`src/rtl/mc_control_if.sv`:
```
// -----------------------------------------------------------------------------
// mc_control_if
//   Bundles the signals between the multicycle sequencer (mc_control) and the
//   rest of the core: memory handshake, alufpu branch flags, alufpu controls,
//   register-file / PC / memory strobes and debug status.
//
//   master : the sequencer (drives controls and strobes, reads flags/memory)
//   slave  : datapath + memory side (the mirror image of master)
//
//   instr          32  instruction word, valid while mem_ready is high in FETCH
//   mem_ready       1  memory access completes this cycle
//   gp_branch       1  alufpu integer branch condition
//   fp_branch       1  alufpu FP branch condition
//   ALUctrl         4  ALU operation select
//   FPUctrl         1  FPU operation: 0 add, 1 multiply
//   alu_src_imm     1  1 selects sign-extended imm16 as busB
//   ir_write        1  latch instruction register
//   pc_write        1  PC <= next PC
//   pc_sel_target   1  with pc_write: 1 target, 0 PC+4
//   mem_read        1  memory read request
//   mem_write       1  memory write request
//   reg_write       1  GPR write strobe
//   freg_write      1  FPR write strobe
//   wb_sel          2  writeback source: 0 ALU, 1 FPU, 2 memory, 3 PC+4
//   trap            1  sticky trap flag
//   state           3  current sequencer state (debug)
// -----------------------------------------------------------------------------
interface mc_control_if;
  logic [31:0] instr;
  logic        mem_ready;
  logic        gp_branch;
  logic        fp_branch;
  logic [3:0]  ALUctrl;
  logic        FPUctrl;
  logic        alu_src_imm;
  logic        ir_write;
  logic        pc_write;
  logic        pc_sel_target;
  logic        mem_read;
  logic        mem_write;
  logic        reg_write;
  logic        freg_write;
  logic [1:0]  wb_sel;
  logic        trap;
  logic [2:0]  state;

  modport master (
    input  instr, mem_ready, gp_branch, fp_branch,
    output ALUctrl, FPUctrl, alu_src_imm, ir_write, pc_write, pc_sel_target,
           mem_read, mem_write, reg_write, freg_write, wb_sel, trap, state
  );

  modport slave (
    output instr, mem_ready, gp_branch, fp_branch,
    input  ALUctrl, FPUctrl, alu_src_imm, ir_write, pc_write, pc_sel_target,
           mem_read, mem_write, reg_write, freg_write, wb_sel, trap, state
  );
endinterface

```
`src/rtl/mc_control.sv`:
```
// -----------------------------------------------------------------------------
// mc_control
//   Multicycle FETCH/DECODE/EXEC/MEM/WB sequencer sitting upstream of the
//   alufpu execute block. Decodes op/func, holds alufpu controls stable from
//   EXEC through WB, resolves branches from the alufpu flags and steps the
//   register-file, PC and memory strobes. Waits on mem_ready in FETCH and MEM
//   and traps (sticky, exit only by reset) on an illegal opcode or when
//   MEM_TIMEOUT consecutive wait cycles elapse (MEM_TIMEOUT = 0 disables).
//
//   clk    system clock, rising edge
//   reset  asynchronous, active-high
//   bus    mc_control_if.master (see interface file for the signal list)
// -----------------------------------------------------------------------------
module mc_control #(
  parameter int unsigned MEM_TIMEOUT = 255
) (
  input logic          clk,
  input logic          reset,
  mc_control_if.master bus
);

  typedef enum logic [2:0] {
    S_FETCH  = 3'd0,
    S_DECODE = 3'd1,
    S_EXEC   = 3'd2,
    S_MEM    = 3'd3,
    S_WB     = 3'd4,
    S_TRAP   = 3'd7
  } state_e;

  typedef enum logic [3:0] {
    C_R, C_FP, C_ADDI, C_LW, C_SW, C_BEQZ, C_BNEZ,
    C_BFPT, C_BFPF, C_J, C_JAL, C_ILL
  } iclass_e;

  // One spare count of headroom so MEM_TIMEOUT itself always fits.
  localparam int unsigned CNT_W = $clog2(MEM_TIMEOUT + 2);
  localparam logic [CNT_W-1:0] CNT_LAST =
    CNT_W'((MEM_TIMEOUT == 0) ? 0 : MEM_TIMEOUT - 1);
  localparam bit TIMEOUT_EN = (MEM_TIMEOUT != 0);

  state_e           state_q, state_d;
  iclass_e          iclass_q, iclass_d;
  logic [5:0]       op_q, op_d;
  logic [3:0]       func_q, func_d;
  logic [3:0]       alu_ctrl_q, alu_ctrl_d;
  logic             fpu_ctrl_q, fpu_ctrl_d;
  logic             alu_src_imm_q, alu_src_imm_d;
  logic [1:0]       wb_sel_q, wb_sel_d;
  logic             trap_q, trap_d;
  logic [CNT_W-1:0] cnt_q, cnt_d;

  logic ir_write, pc_write, pc_sel_target, mem_read, mem_write;
  logic reg_write, freg_write;

  iclass_e    dec_class;
  logic [3:0] dec_alu;
  logic       dec_fpu;
  logic       dec_imm;
  logic [1:0] dec_wb;
  logic       timeout_hit;

  // The full IR lives in the datapath; only op and func[3:0] steer control.
  logic unused_instr_bits;
  assign unused_instr_bits = ^bus.instr[25:4];

  // Reaching CNT_LAST with mem_ready still low is the last allowed wait cycle;
  // a ready on that same cycle takes priority in the FSM below.
  assign timeout_hit = TIMEOUT_EN && (cnt_q == CNT_LAST);

  // Instruction classification from the latched op/func fields.
  always_comb begin
    // NOTE: every combinational output gets a default first so no path can
    // leave it unassigned and infer a latch.
    dec_class = C_ILL;
    dec_alu   = 4'd0;
    dec_fpu   = 1'b0;
    dec_imm   = 1'b0;
    dec_wb    = 2'd0;
    case (op_q)
      6'h00: begin dec_class = C_R;    dec_alu = func_q;                  end
      6'h01: begin dec_class = C_FP;   dec_fpu = func_q[0]; dec_wb = 2'd1; end
      6'h08: begin dec_class = C_ADDI; dec_imm = 1'b1;                    end
      6'h23: begin dec_class = C_LW;   dec_imm = 1'b1;     dec_wb = 2'd2; end
      6'h2B: begin dec_class = C_SW;   dec_imm = 1'b1;                    end
      6'h04: begin dec_class = C_BEQZ; dec_alu = 4'd12;                   end
      6'h05: begin dec_class = C_BNEZ; dec_alu = 4'd13;                   end
      6'h06: dec_class = C_BFPT;
      6'h07: dec_class = C_BFPF;
      6'h02: dec_class = C_J;
      6'h03: begin dec_class = C_JAL;  dec_wb = 2'd3;                     end
      default: dec_class = C_ILL;
    endcase
  end

  // Next-state, registered-control next values and per-state strobes.
  always_comb begin
    state_d       = state_q;
    iclass_d      = iclass_q;
    op_d          = op_q;
    func_d        = func_q;
    alu_ctrl_d    = alu_ctrl_q;
    fpu_ctrl_d    = fpu_ctrl_q;
    alu_src_imm_d = alu_src_imm_q;
    wb_sel_d      = wb_sel_q;
    trap_d        = trap_q;
    cnt_d         = cnt_q;
    ir_write      = 1'b0;
    pc_write      = 1'b0;
    pc_sel_target = 1'b0;
    mem_read      = 1'b0;
    mem_write     = 1'b0;
    reg_write     = 1'b0;
    freg_write    = 1'b0;

    case (state_q)
      S_FETCH: begin
        mem_read = 1'b1;
        if (bus.mem_ready) begin
          ir_write = 1'b1;
          pc_write = 1'b1;
          op_d     = bus.instr[31:26];
          func_d   = bus.instr[3:0];
          cnt_d    = '0;
          state_d  = S_DECODE;
        end else if (timeout_hit) begin
          trap_d  = 1'b1;
          state_d = S_TRAP;
        end else begin
          cnt_d = cnt_q + CNT_W'(1);
        end
      end

      S_DECODE: begin
        iclass_d = dec_class;
        if (dec_class == C_ILL) begin
          trap_d  = 1'b1;
          state_d = S_TRAP;
        end else begin
          // Latched here so alufpu sees stable controls from EXEC entry to WB exit.
          alu_ctrl_d    = dec_alu;
          fpu_ctrl_d    = dec_fpu;
          alu_src_imm_d = dec_imm;
          wb_sel_d      = dec_wb;
          state_d       = S_EXEC;
        end
      end

      S_EXEC: begin
        state_d = S_WB;
        case (iclass_q)
          C_BEQZ, C_BNEZ: begin pc_write = bus.gp_branch;  state_d = S_FETCH; end
          C_BFPT:         begin pc_write = bus.fp_branch;  state_d = S_FETCH; end
          C_BFPF:         begin pc_write = ~bus.fp_branch; state_d = S_FETCH; end
          C_J:            begin pc_write = 1'b1;           state_d = S_FETCH; end
          C_JAL:          pc_write = 1'b1;
          C_LW, C_SW:     state_d  = S_MEM;
          default:        state_d  = S_WB;
        endcase
        pc_sel_target = pc_write;
      end

      S_MEM: begin
        mem_read  = (iclass_q == C_LW);
        mem_write = (iclass_q != C_LW);
        if (bus.mem_ready) begin
          cnt_d   = '0;
          state_d = (iclass_q == C_LW) ? S_WB : S_FETCH;
        end else if (timeout_hit) begin
          trap_d  = 1'b1;
          state_d = S_TRAP;
        end else begin
          cnt_d = cnt_q + CNT_W'(1);
        end
      end

      S_WB: begin
        freg_write = (iclass_q == C_FP);
        reg_write  = (iclass_q != C_FP);
        state_d    = S_FETCH;
      end

      S_TRAP: state_d = S_TRAP;

      default: begin
        trap_d  = 1'b1;
        state_d = S_TRAP;
      end
    endcase

    // state_q already sits at FETCH during reset; without this gate FETCH's
    // mem_read would be visible while reset is still held.
    if (reset) begin
      ir_write      = 1'b0;
      pc_write      = 1'b0;
      pc_sel_target = 1'b0;
      mem_read      = 1'b0;
      mem_write     = 1'b0;
      reg_write     = 1'b0;
      freg_write    = 1'b0;
    end
  end

  always_ff @(posedge clk or posedge reset) begin
    // NOTE: sequential state uses non-blocking assignments so every register
    // samples pre-edge values regardless of statement order.
    if (reset) begin
      state_q       <= S_FETCH;
      iclass_q      <= C_R;
      op_q          <= '0;
      func_q        <= '0;
      alu_ctrl_q    <= '0;
      fpu_ctrl_q    <= 1'b0;
      alu_src_imm_q <= 1'b0;
      wb_sel_q      <= '0;
      trap_q        <= 1'b0;
      cnt_q         <= '0;
    end else begin
      state_q       <= state_d;
      iclass_q      <= iclass_d;
      op_q          <= op_d;
      func_q        <= func_d;
      alu_ctrl_q    <= alu_ctrl_d;
      fpu_ctrl_q    <= fpu_ctrl_d;
      alu_src_imm_q <= alu_src_imm_d;
      wb_sel_q      <= wb_sel_d;
      trap_q        <= trap_d;
      cnt_q         <= cnt_d;
    end
  end

  assign bus.ALUctrl       = alu_ctrl_q;
  assign bus.FPUctrl       = fpu_ctrl_q;
  assign bus.alu_src_imm   = alu_src_imm_q;
  assign bus.wb_sel        = wb_sel_q;
  assign bus.trap          = trap_q;
  assign bus.state         = state_q;
  assign bus.ir_write      = ir_write;
  assign bus.pc_write      = pc_write;
  assign bus.pc_sel_target = pc_sel_target;
  assign bus.mem_read      = mem_read;
  assign bus.mem_write     = mem_write;
  assign bus.reg_write     = reg_write;
  assign bus.freg_write    = freg_write;

endmodule

```
`src/flat_wrapper.sv`:
```
// flat-port wrapper written by rule: the top's interface ports become plain ports
module mc_control_flat 
#(
  parameter int unsigned MEM_TIMEOUT = 255
)
  (clk, reset, bus_instr, bus_mem_ready, bus_gp_branch, bus_fp_branch, bus_ALUctrl, bus_FPUctrl, bus_alu_src_imm, bus_ir_write, bus_pc_write, bus_pc_sel_target, bus_mem_read, bus_mem_write, bus_reg_write, bus_freg_write, bus_wb_sel, bus_trap, bus_state);
  mc_control_if bus_i ();
  input logic clk;
  input logic reset;
  input wire logic [$bits(bus_i.instr)-1:0] bus_instr;
  input wire logic [$bits(bus_i.mem_ready)-1:0] bus_mem_ready;
  input wire logic [$bits(bus_i.gp_branch)-1:0] bus_gp_branch;
  input wire logic [$bits(bus_i.fp_branch)-1:0] bus_fp_branch;
  output wire logic [$bits(bus_i.ALUctrl)-1:0] bus_ALUctrl;
  output wire logic [$bits(bus_i.FPUctrl)-1:0] bus_FPUctrl;
  output wire logic [$bits(bus_i.alu_src_imm)-1:0] bus_alu_src_imm;
  output wire logic [$bits(bus_i.ir_write)-1:0] bus_ir_write;
  output wire logic [$bits(bus_i.pc_write)-1:0] bus_pc_write;
  output wire logic [$bits(bus_i.pc_sel_target)-1:0] bus_pc_sel_target;
  output wire logic [$bits(bus_i.mem_read)-1:0] bus_mem_read;
  output wire logic [$bits(bus_i.mem_write)-1:0] bus_mem_write;
  output wire logic [$bits(bus_i.reg_write)-1:0] bus_reg_write;
  output wire logic [$bits(bus_i.freg_write)-1:0] bus_freg_write;
  output wire logic [$bits(bus_i.wb_sel)-1:0] bus_wb_sel;
  output wire logic [$bits(bus_i.trap)-1:0] bus_trap;
  output wire logic [$bits(bus_i.state)-1:0] bus_state;
  assign bus_i.instr = bus_instr;
  assign bus_i.mem_ready = bus_mem_ready;
  assign bus_i.gp_branch = bus_gp_branch;
  assign bus_i.fp_branch = bus_fp_branch;
  assign bus_ALUctrl = bus_i.ALUctrl;
  assign bus_FPUctrl = bus_i.FPUctrl;
  assign bus_alu_src_imm = bus_i.alu_src_imm;
  assign bus_ir_write = bus_i.ir_write;
  assign bus_pc_write = bus_i.pc_write;
  assign bus_pc_sel_target = bus_i.pc_sel_target;
  assign bus_mem_read = bus_i.mem_read;
  assign bus_mem_write = bus_i.mem_write;
  assign bus_reg_write = bus_i.reg_write;
  assign bus_freg_write = bus_i.freg_write;
  assign bus_wb_sel = bus_i.wb_sel;
  assign bus_trap = bus_i.trap;
  assign bus_state = bus_i.state;
  mc_control #(.MEM_TIMEOUT(MEM_TIMEOUT)) u_core (.clk(clk), .reset(reset), .bus(bus_i));
endmodule
```
`config.mk`:
```
export PLATFORM = sky130hd
export DESIGN_NAME = mc_control_flat
export DESIGN_NICKNAME = d
export VERILOG_FILES = /design/src/rtl/mc_control_if.sv /design/src/rtl/mc_control.sv /design/src/flat_wrapper.sv
export SDC_FILE = /design/constraint.sdc
export NUM_CORES = 1
export LEC_CHECK = 0
export CAP_MARGIN = 20
export CORE_MARGIN = 1
export CORE_UTILIZATION = 35
export CTS_CLUSTER_DIAMETER = 100
export DETAILED_ROUTE_END_ITERATION = 8
export PLACE_DENSITY = 0.6
export SLEW_MARGIN = 20
export SYNTH_ARGS = -nofsm -noshare
export SYNTH_HDL_FRONTEND = slang
export SYNTH_SLANG_ARGS = --single-unit
```
`constraint.sdc`:
```
create_clock -name clk -period 3.75 [get_ports clk]
set_clock_uncertainty 0.15 [all_clocks]
set_input_delay 0.75 -clock clk [delete_from_list [all_inputs] [get_ports clk]]
set_output_delay 0.75 -clock clk [all_outputs]
set_load 0.03 [all_outputs]
```
==> impl_metrics.tcl, run 1 <==
set metrics [dict create \
    status "complete, no violations" \
    clock.fmax_ghz 0.2898 \
    worstSetupPathType "in -> out" \
    n_antenna_cell 0 \
    fp.dieW_um 78.08 \
    synthToLayoutAreaGrowth_pct 22.73 \
    fin_nets 290 \
    dr_total_vias 1686 \
    synth.most_common_cell "dfrtp_1" \
    yosys.cell_types.count 51 \
    ys_top_cells_by_count "dfrtp_1, nand2_1, nor2_1" \
    synth-edff-count 0 \
    timing.final.hold_violations 0 \
    final_util 0.4487 \
    maxCapViolations 0 \
    synth.area.top_cells "dfrtp_1, mux2_2, nand2_1, nor2_1, a21oi_1" \
    wl_per_cell_um 13.03 \
    power_frac_seq 0.512 \
    required_ps 2850 \
    fillers 573 \
    clockRootBuffer "clkbuf_8" \
    p_leak_uw 0.001030 \
    avgSynthCellArea_sq_um 9.292 \
    core-area_sq_um 5540 \
    grt_overflow 0 \
    min_path_type "reg -> reg" \
    drive_gt1_frac 0.1315 \
    swShare 0.2035 \
    seqCellArea_sq_um 875.8 \
    cts_sinks 35 \
    drt_iter0_drc 110 \
    post_drt_via_cell_ratio 5.220 \
    multi_input_area_sq_um 1045 \
    placed_cells 316 \
    grt_util_all_layers 0.1543 \
    rows 27 \
    post-synth-top-area-cell "dfrtp_1" \
    cts_resized 0 \
    clk_pin_slew_ps 70 \
    synth_top_area_frac 0.4324 \
    internal-power_uw 587.2 \
    worst_slack_ps 299.2 \
    finalCritPeriodShare 0.9202 \
    die_area_sq_um 6096 \
    async_reset_ff_frac 1.000 \
    antenna_found_initial 0 \
    fin_cells 323 \
    min_period_ps 3451 \
    tns_ps 0 \
    comb_power_share 0.039 \
    crit_fanout 2 \
    syn_area_sq_um 2026 \
    first_pass_iters 6 \
    yosysSeqAreaShare 0.4324 \
    grt_pass1_vias 1569 \
    synthFlopType "dfrtp_1" \
    cts_tree "done" \
    r2r_start "u_core.bus.state[0]" \
    dpl.hpwl_um 3094 \
    rsz0062_at_grt "false" \
    clk_path_buf_depth 2 \
    peakVddDrop_mv 0.2400 \
    end_kind "output pin" \
    start_kind "primary input" \
    grt_pass1_wl_um 7438 \
    place_congestion 0.8308 \
    synth-seq-cells 35 \
    maxSlewViolCount 0 \
    power_uw 737.3 \
    finalSetupViolCount 0 \
    p_switching_uw 150.0 \
    relSlewSlack 0.5251 \
    drc 0 \
    port-buffer-count 33 \
    cts_buffers 5 \
    die_h_um 78.08 \
    tightest_slew_ps 712.4 \
    powerDensity_nw_per_um2 296.5 \
    initial_utilization 0.3656 \
    ctsHoldBuffers 0 \
    h-tree-depth 2 \
    wirelength_um 4208 \
    arrival_ps 2550 \
    clk_latency_ps 290 \
    yosysWarnings 0 \
    io_pins 56 \
    ant_nets 0 \
    p_clk_frac 0.449 \
    synthesis.instances 218 \
    cts_setup_buffers 0 \
    hp-start "u_core.bus.trap" \
    cp-startpoint "bus_fp_branch" \
    pre_cts_ws_ps 298.2 \
    syn-num-nets 257 \
    grt_max_degree 28 \
]
routing by layer:
metal / GRT usage / up-vias / routed length, um
li1: - / 848 / -
met1: 0.2080 / 798 / 2092
met2: 0.2447 / 36 / 1906
met3: 0.03488 / 4 / 170
met4: 0.05000 / 0 / 38
met5: 0 / - / 0
sequential cells by signal, indices dropped and copies added (netlist names):
name and cells:
u_core.bus.FPUctrl 1, u_core.cnt_q 9, u_core.op_q 6, u_core.bus.trap 1, u_core.iclass_q 4, u_core.bus.ALUctrl 4, u_core.func_q 4, u_core.bus.state 3
u_core.bus.wb_sel 2, u_core.bus.alu_src_imm 1
final timing paths:
path,endpoint,slack [ps],cells after the start
max reg2reg,u_core.iclass_q[3],1490,5
min,u_core.bus.trap,330,1
min reg2reg,u_core.bus.trap,330,1
max,bus_pc_sel_target,300,4
min in group asynchronous,u_core.cnt_q[7],740,3
max in group asynchronous,u_core.bus.ALUctrl[0],2370,3
cell families (layout without fill, tap and decap cells):
| logic type | after synthesis | after routing | share of synthesized area |
|---|---|---|---|
| simple gates | 98 | 98 | 0.2520 |
| compound gates | 51 | 51 | 0.1711 |
| flops | 35 | 35 | 0.4324 |
| buf+inv | 16 | 49 | 0.05188 |
| mux | 9 | 9 | 0.05003 |
| xor+xnor | 7 | 7 | 0.03027 |
| fa+ha+maj | 2 | 2 | 0.01235 |
final cells by class:
cell class / instances / area share
Multi-Input combinational cell: 167 / 0.4202
Tap cell: 72 / 0.03624
Timing Repair Buffer: 37 / 0.1409
Sequential cell: 35 / 0.3523
Inverter: 5 / 0.007549
Clock inverter: 2 / 0.01510
Clock buffer: 5 / 0.02768
cells in the final DEF, fill, tap and decap left out, types with 3 or more instances in the layout:
cell and instances:
nor3_1 12, xor2_1 4, nand4_1 3, a22oi_1 3, a21oi_1 12, nand2b_1 7
nand2_1 27, nor2_1 23, buf_4 8, nand3_1 3, clkdlybuf4s50_1 29, xnor2_1 3
inv_1 5, nor2b_1 4, clkbuf_8 5, o31ai_1 3, dfrtp_1 35, o21ai_0 12
or3_1 3, mux2_2 9
power groups by stage:
stage | registers, uW | clock network, uW | logic (uW)
global placement | 385 | 0 | 29.6
CTS | 377 | 342 | 29.7
finish | 377 | 331 | 28.7
detailed placement | 385 | 0 | 29.6
floorplan | 385 | 0 | 8.92
global route | 377 | 358 | 32.6
per-stage QoR:
stage                     hold slack (ps)  instance area, sq um
after global routing                360.5                  2486
after detailed placement            310.0                  2380
after floorplan                     330.4                  2026
after global placement              304.3                  2380
final                               325.1                  2486
after CTS                           325.9                  2486
critical path, cell delays in order:
cell	delay [ps]
clkdlybuf4s50_1	420
or3_1	340
a311oi_1	310
clkdlybuf4s50_1	730
Note: power is estimated with default switching activity, not from simulation.
==> run 2: changes to the inputs <==
REMOVE_ABC_BUFFERS = 1   (was default)
==> run 2 against run 1 <==
Utilization shrank 0.25 points. Register-to-register slack gained 30 ps. Setup slack worse by 2.1 ps. Flip-flop and latch count did not move. Routed wire length up 1.7%. Combinational power hardly changed. Clock power is 15% lower. Sequential power about the same. Die area stayed put.
==> impl_metrics.tcl, run 2 (synthesis gave the netlist of run 1 again) <==
set metrics [dict create \
    maxCapViolations 0 \
    arrival_ps 2550 \
    grt_overflow 0 \
    clk_latency_ps 290 \
    path_cells "clkdlybuf4s50_1, or3_1, a311oi_1, clkdlybuf4s50_1" \
    final_common_cell "dfrtp_1" \
    wl_per_cell_um 13.21 \
    critical_path.top_delay_family "buffers and inverters" \
    slowest_delay_ps 720 \
    clockRootBuffer "clkbuf_8" \
    whs_path_depth 2 \
    synthToLayoutAreaGrowth_pct 22.05 \
    dpl.hpwl_um 3123 \
    cts_buffers 5 \
    worst_path_max_delay_cell "clkdlybuf4s50_1" \
    relSlewSlack 0.5534 \
    n_antenna_cell 0 \
    r2r_cells 5 \
    drt_iter0_drc 70 \
    rows 27 \
    hp-start "u_core.bus.alu_src_imm" \
    finalCritPeriodShare 0.9208 \
    grt_max_degree 26 \
    tns_ps 0 \
    grt_pass1_vias 1595 \
    cpMostUsedCell "clkdlybuf4s50_1" \
    postPlaceCellArea_sq_um 2380 \
    place_congestion 0.8128 \
    postLayoutCellArea_sq_um 2472 \
    min_path_type "reg -> reg" \
    grt_util_all_layers 0.1580 \
    largestRegisters "u_core.cnt_q (9), u_core.op_q (6)" \
    core-area_sq_um 5540 \
    worstSetupPathType "in -> out" \
    fin_nets 290 \
    ctsHoldBuffers 0 \
    rrSetupSlack_ps 1520 \
    die_area_sq_um 6096 \
    largest_reg_flops 9 \
    post_drt_via_cell_ratio 5.204 \
    clk_path_buf_depth 2 \
    fp.dieW_um 78.08 \
    cts_sinks 35 \
    powerDensity_nw_per_um2 278.3 \
    fillers 581 \
    cts_setup_buffers 0 \
    rsz0062_at_grt "false" \
    p_leak_uw 0.001021 \
    ant_nets 0 \
    tightest_slew_ps 670.0 \
    wirelength_um 4281 \
    cts_resized 0 \
    start_kind "primary input" \
    maxSlewViolCount 0 \
    first_pass_iters 4 \
    peakVddDrop_mv 0.1704 \
    end_kind "output pin" \
    grt_pass1_wl_um 7624 \
    h-tree-depth 2 \
    clock.fmax_ghz 0.2896 \
    cts_tree "done" \
    crit_fanout 2 \
    r2r_start "u_core.bus.state[0]" \
    final_util 0.4463 \
    initial_utilization 0.3656 \
    r2r-end "u_core.iclass_q[3]" \
    io_pins 56 \
    antenna_found_initial 0 \
    required_ps 2850 \
    min_period_ps 3453 \
    port-buffer-count 33 \
    power_uw 688.2 \
    holdPathEnd "u_core.bus.alu_src_imm" \
    drc 0 \
    final_cell_mix "dfrtp_1, clkdlybuf4s50_1, nand2_1, nor2_1" \
    path_depth 4 \
    status "complete, no violations" \
    timing.final.hold_violations 0 \
    finalSetupViolCount 0 \
    clk_pin_slew_ps 70 \
    dr_total_vias 1686 \
    drive_gt1_frac 0.1349 \
    largest_register "u_core.cnt_q" \
    cp_num_buf_inv 2 \
    die_h_um 78.08 \
]
run 2: tightest hold or removal path: stages, from the launching register on:
cell and delay (ps):
dfrtp_1 340, nand2_1 60, o41ai_2 50
run 2: per-stage QoR:
stage / hold WS [ps] / setup WS [ps] / cells
after floorplan: 330.6 / 508.6 / 207
after global placement: 320.3 / 308.2 / 316
after detailed placement: 316.7 / 281.6 / 316
after CTS: 339.2 / 277.9 / 324
after global routing: 361.0 / 221.4 / 324
final: 334.0 / 297.0 / 324
run 2: report_power, final:
group,total [uW],switching (uW),internal (uW)
registers,377,0,377
clock network,282,149,133
logic,29.0,13.2,15.8
run 2: worst max path at each step:
stage | end | from | slack (ps)
3_5_place_dp | bus_pc_sel_target | bus_fp_branch | 280
3_3_place_gp | bus_pc_sel_target | bus_fp_branch | 310
5_1_grt | bus_pc_sel_target | bus_fp_branch | 220
2_1_floorplan | bus_pc_write | bus_fp_branch | 510
6_report | bus_pc_sel_target | bus_fp_branch | 300
4_1_cts | bus_pc_sel_target | bus_fp_branch | 280
run 2: metal layers:
metal | GRT usage | wire length (um) | up-vias
met5 | 0 | 0 | -
met4 | 0.05370 | 76 | 0
met3 | 0.04070 | 165 | 8
met2 | 0.2474 | 1971 | 39
met1 | 0.2115 | 2067 | 783
li1 | - | - | 856
run 2: final cells by class:
type	instances	area [sq um]	share of cell area
multi-input cells	167	1045	0.4226
well taps	72	90.09	0.03644
repair buffers	37	350.3	0.1417
clock inverters	3	23.77	0.009615
inverters	5	18.77	0.007591
clock buffers	5	68.82	0.02783
flip-flops and latches	35	875.8	0.3543
==> run 3: changes to the inputs <==
CTS_BUF_LIST = sky130_fd_sc_hd__clkbuf_4 sky130_fd_sc_hd__clkbuf_8 sky130_fd_sc_hd__clkbuf_16   (was default)
==> results of run 3 <==
The final DEF is identical to that of run 2; final timing and power are the same.
